### src/rtl/reg_file_pkg.sv
// -----------------------------------------------------------------------------
// reg_file_pkg
// Shared core constants for the integer register file and its neighbours in
// the decode stage.
//   XLEN       : architectural integer width (default register/data width)
//   REG_ADDR_W : register select width (default 5 -> 32 registers)
//   ZERO_REG   : index of the hardwired-zero register (x0)
// -----------------------------------------------------------------------------
package reg_file_pkg;

    localparam int XLEN       = 32;
    localparam int REG_ADDR_W = 5;
    localparam int ZERO_REG   = 0;

endpackage : reg_file_pkg

### src/rtl/reg_file.sv
// -----------------------------------------------------------------------------
// reg_file
// General-purpose integer register file: 2^ADDR_WIDTH registers of DATA_WIDTH
// bits, two combinational read ports, one synchronous write port. Register 0
// is hardwired to zero. There is no write-to-read forwarding: a read of the
// register being written returns the old value until the clock edge (decode
// performs its own bypass).
//
// Ports:
//   clock      : single clock, all state updates on its rising edge
//   reset      : synchronous, active-high; clears every register, wins over wEn
//   read_sel1  : read port 1 register index (rs1)
//   read_sel2  : read port 2 register index (rs2)
//   wEn        : write enable
//   write_sel  : write register index (rd)
//   write_data : value to write
//   read_data1 : contents of register read_sel1 (combinational)
//   read_data2 : contents of register read_sel2 (combinational)
// -----------------------------------------------------------------------------
module reg_file
    import reg_file_pkg::*;
#(
    parameter int DATA_WIDTH = XLEN,
    parameter int ADDR_WIDTH = REG_ADDR_W
) (
    input  logic                  clock,
    input  logic                  reset,
    input  logic [ADDR_WIDTH-1:0] read_sel1,
    input  logic [ADDR_WIDTH-1:0] read_sel2,
    input  logic                  wEn,
    input  logic [ADDR_WIDTH-1:0] write_sel,
    input  logic [DATA_WIDTH-1:0] write_data,
    output logic [DATA_WIDTH-1:0] read_data1,
    output logic [DATA_WIDTH-1:0] read_data2
);

    localparam int                  NUM_REGS = 2 ** ADDR_WIDTH;
    localparam logic [ADDR_WIDTH-1:0] ZERO_SEL = ADDR_WIDTH'(ZERO_REG);

    logic [DATA_WIDTH-1:0] regs [NUM_REGS];

    always_ff @(posedge clock) begin
        if (reset) begin
            for (int i = 0; i < NUM_REGS; i++) begin
                regs[i] <= '0;
            end
        end else if (wEn && (write_sel != ZERO_SEL)) begin
            regs[write_sel] <= write_data;
        end
    end

    // x0 is forced to zero on the read side so it reads 0 even before the
    // first reset, when the array contents are still undefined.
    always_comb begin
        read_data1 = (read_sel1 == ZERO_SEL) ? '0 : regs[read_sel1];
        read_data2 = (read_sel2 == ZERO_SEL) ? '0 : regs[read_sel2];
    end

endmodule : reg_file

### config.mk
export PLATFORM = sky130hd
export DESIGN_NAME = reg_file
export DESIGN_NICKNAME = d
export VERILOG_FILES = /design/src/rtl/reg_file_pkg.sv /design/src/rtl/reg_file.sv
export SDC_FILE = /design/constraint.sdc
export NUM_CORES = 2
export LEC_CHECK = 0
export BUFFER_PORTS_ARGS = -buffer_cell sky130_fd_sc_hd__buf_2
export CAP_MARGIN = 0
export CORE_ASPECT_RATIO = 0.8
export CORE_MARGIN = 2
export CORE_UTILIZATION = 31
export CTS_BUF_LIST = sky130_fd_sc_hd__clkbuf_8
export CTS_CLUSTER_SIZE = 25
export DETAILED_ROUTE_END_ITERATION = 16
export GPL_ROUTABILITY_DRIVEN = 0
export PLACE_DENSITY_LB_ADDON = 0.2
export SLEW_MARGIN = 25
export SYNTH_ARGS = -nofsm -noshare
export SYNTH_HDL_FRONTEND = slang
export SYNTH_SLANG_ARGS = --single-unit
### constraint.sdc
create_clock -name clock -period 2.8 [get_ports clock]
set_input_delay 0.56 -clock clock [delete_from_list [all_inputs] [get_ports clock]]
set_output_delay 0.56 -clock clock [all_outputs]
set_load 0.05 [all_outputs]
# After elaboration in Yosys (flattened, before gate mapping)
# Memory sizes are Yosys's and may differ from the RTL's.
# Cells that the tools add are included.
word_totals:
  latch_bits: 0
  n_memories: 1
  ramBits: 1024
  mem_bits_ro: 0
  ff_bits: 0
  wordCells: 16
classes:
  shifts: 0
  order_cmp: 0
  n_reduce_logical: 5
  n_mul: 0
  eq_ne: 0
  add_sub_neg: 0
  n_mux: 10
  div: 0
  n_bitwise: 0
memory_table:
  columns: ["name", "words", "width", "read_ports", "rd_clocked_by_memory_dff", "wr", "line_no", "text"]
  rows:
  - ["regs", 32, 32, 2, 0, 32, "reg_file.sv:40", "logic [DATA_WIDTH-1:0] regs [NUM_REGS];"]
op_table:
  columns: ["cell", "n"]
  rows:
  - ["two-way mux 32 bit", 3]
  - ["OR reduction 32 bit", 1]
  - ["zero test 5 bit", 2]
  - ["two-way mux 1 bit", 6]
  - ["two-way mux 5 bit", 1]
  - ["nonzero test 5 bit", 1]
  - ["logical AND 1 bit", 1]

# Longest topological paths before layout
depth:
  ltp_word: 7
  mapped_depth: 9
  ltp_nobuf: 4

# Worst setup path before layout
# Ideal clock, no wire load.
synth_path:
  path_kind: "input port to output port"
  from: "input read_sel2[0]"
  to: "output read_data2[30]"
  required_time_ns: 2.240
  t_arrival_ns: 3.892
  slack_ns: -1.652
  stages: 6
  path_cell_list: "buf_2 > buf_6 > buf_4 > mux4_2 > mux2i_1 > a2111oi_0"
synth_between:
  elab_chain_cells: 2
synth_rtl:
  columns: ["element", "line_no", "text"]
  rows:
  - ["start, declared", "reg_file.sv:29", "input logic [ADDR_WIDTH-1:0] read_sel2,"]
  - ["memory read (32 x 32 bit) / zero test 5 bit (equally long branches)", null, null]
  - ["two-way mux 32 bit (*)", "reg_file.sv:56", "read_data2 = (read_sel2 == ZERO_SEL) ? '0 : regs[read_sel2];"]
  - ["end, declared", "reg_file.sv:34", "output logic [DATA_WIDTH-1:0] read_data2"]
# Mark *: on every way between the ends. The rest lies on a longest branch, timed or not.

==> results.md <==
* Master cell of the clock root buffer: clkbuf_8
* Dominant cells by area after synthesis: edfxtp_1 57%, mux4_2 20%, and2_1 11%
* Ys flop type: edfxtp_1
* Total routing resource utilization after global routing at 0.225
* Netlist Area Pre-Place at 54300 sq um
* Fin Hold WS at 0.262 ns
* Cell with the most instances after synthesis: edfxtp_1
* Result of the run: finished with violations
* Transition time of the tightest slew-check pin at 0.866 ns
* Number of antenna-violating nets in the routed design at 0
* Final TNS setup at -32.96 ns
* Top flop regs: regs (1024)
* Cell Rows at 137
* Hold/Removal Path Class: input pin to flip-flop
* Post-synth EDFFs at 1024
* Number of remaining DRC errors at 0
* RSZ-0062 raised after global routing: yes
* Highest clock rate at 0.289 GHz
* Average size of a mapped cell at 15.5 sq um
* Arrival time worst endpoint at 2.90 ns
* Highest fanout seen on the critical path at 2
* Worst setup SP type: flip-flop
* Final setup fails at 64
* Critical Setup Path Class: flip-flop to output pin
* Routed vias at 34600
* Largest net degree at the start of global routing at 50
* Combined area of the multi-input logic cells at 24700 sq um
* Number of CTS-inserted buffers at 171
* Number of antenna violations at the first check in global routing at 19
* Pre-CTS setup slack at -0.887 ns
* Static power due to leakage at 23.6 nW
* Max_slew headroom at 0.423
* Max-slew violation total from the final report at 0
* Number of distinct library cells after synthesis at 42
* Number of flip-flops under the largest register name at 1024
* Min-Delay Path Depth at 2
* Via density per instance at 5.47
* Power per cell area at 550 nW/um^2
* Layout cell share with drive strength beyond 1 at 0.395
* Register bank with the most flops: regs
* Synth Warn # at 0
* Layout-stage area growth over the synthesis result at 25.2%
* Starting utilization of the core area at 0.312
* Detailed-placement wirelength estimate at 130 mm
* Maximum resistive drop on vdd at 0.554 mV
* Maximum root-to-sink buffer count at 3
* Vias in the first global route at 35300
* DRC marker count from the first detailed-route iteration at 4187
* Width of the die at 472 um
* CORE AREA at 174000 sq um
* First-pass GRT wire length at 282 mm
* WL/cell at 31.9 um
* Clock sink count at 1024
* Post-synthesis sequential area ratio at 0.567
* Asr flop ratio synth at 0
* 1st-pass router iterations at 7
* Final setup margin at -0.659 ns
* Clock transition at the register clock pins on the worst setup and hold paths after CTS at 0.06 ns
* Overflow left after global routing at 0
* Failing checks: setup timing
* Critical path required time at 2.24 ns
* Total wire length at 202 mm
* Core utilization of the finished layout at 0.390
* Crit end category: output pin
* I/O pin total at 114
* Sequential cell area at 30700 sq um
* Final-layout fill cell count at 16000
* Minimum period implied by the final worst setup slack at 3.46 ns
* IO Port Bufs at 113
* Most common library cells after synthesis: 1024 x edfxtp_1, 995 x and2_1, 472 x mux4_2
* Leading area contributor after synthesis: edfxtp_1
* Total Power Consumption at 37.4 mW
* Area enclosed by the die boundary at 178000 sq um
* Net count of the finished layout at 3940
* Post-synthesis cell count at 3502
* Hold Fails Final Rpt at 0
* Count of hold buffers inserted by post-cts repair at 0
* H-tree levels at 4
* Period utilisation layout at 1.24
* Flops & latches, synth at 1024
* Clock tree from TritonCTS: yes
* Height of the die at 378 um
* Post-synth top area share at 0.567
* Number of max-cap violations at 0
==> layout by cell type (no fill, tap or decap), types with 32 or more instances in the layout <==
cell type,netlist,final
a2111oi_4,0,53
and2_1,995,993
buf_12,0,162
buf_2,46,41
buf_4,38,302
buf_6,21,56
clkbuf_8,0,174
clkinv_1,0,52
conb_1,1,32
edfxtp_1,1024,1024
inv_1,2,49
mux2i_1,150,129
mux4_2,472,472
nor2_4,0,32
nor3_4,0,54
o22ai_1,103,57
or2_2,33,33
==> stage by stage <==
stage	instances	instance area, sq um
finish	6331	67900
global route	6320	67900
CTS	6309	67700
detailed placement	5988	63600
global placement	5988	63600
floorplan	3533	56600
==> critical path, cell delays in order (launching register included) <==
cell,delay [ns]
edfxtp_1,0.44
mux4_2,0.50
mux4_2,0.58
o22ai_4,0.18
nor3_4,0.07
buf_6,0.17
==> timing repair <==
| action | 4_1_cts | 5_1_grt |
|---|---|---|
| resized for setup | 201 | 23 |
| gates cloned | 1 | 2 |
| setup buffers | 19 | 9 |
| endpoints found under the setup margin | 64 | 64 |
| pin swaps | 139 | 29 |
==> layer usage <==
| layer | vias to the layer above | GRT usage | part of all wire |
|---|---|---|---|
| met5 | - | 0 | 0.00029 |
| met1 | 18400 | 0.325 | 0.45 |
| li1 | 14400 | - | - |
| met4 | 10 | 0.0668 | 0.027 |
| met3 | 275 | 0.0345 | 0.070 |
| met2 | 1495 | 0.351 | 0.46 |
==> worst paths after layout <==
path,start,endpoint
max,regs[30][11]$_SDFFCE_PN0P_,read_data1[11]
min,write_data[14],regs[6][14]$_SDFFCE_PN0P_
==> report_power, final <==
part           internal [mW]  switching (mW)  total [mW]  leakage, nW
clock                   5.92            6.63        12.6         1.72
combinational           2.99            3.63        6.61         12.1
sequential              17.7           0.472        18.2         9.75
total                   26.6            10.7        37.4         23.6
==> cell families after synthesis <==
| family | synth area share |
|---|---|
| compound gates | 0.0365 |
| buf+inv | 0.0335 |
| flops | 0.567 |
| mux | 0.230 |
| other cells | 0.0000691 |
| simple gates | 0.133 |
==> area by class of cell <==
cell class                      count  area share
Sequential cell                  1024       0.453
Multi-Input combinational cell   2120       0.363
Timing Repair Buffer              571      0.0967
Tap cell                         2293      0.0422
Clock buffer                      172      0.0348
Clock inverter                    136     0.00961
Antenna cell                       13    0.000479
Inverter                            2    0.000129
(Power assumes the default switching activity.)
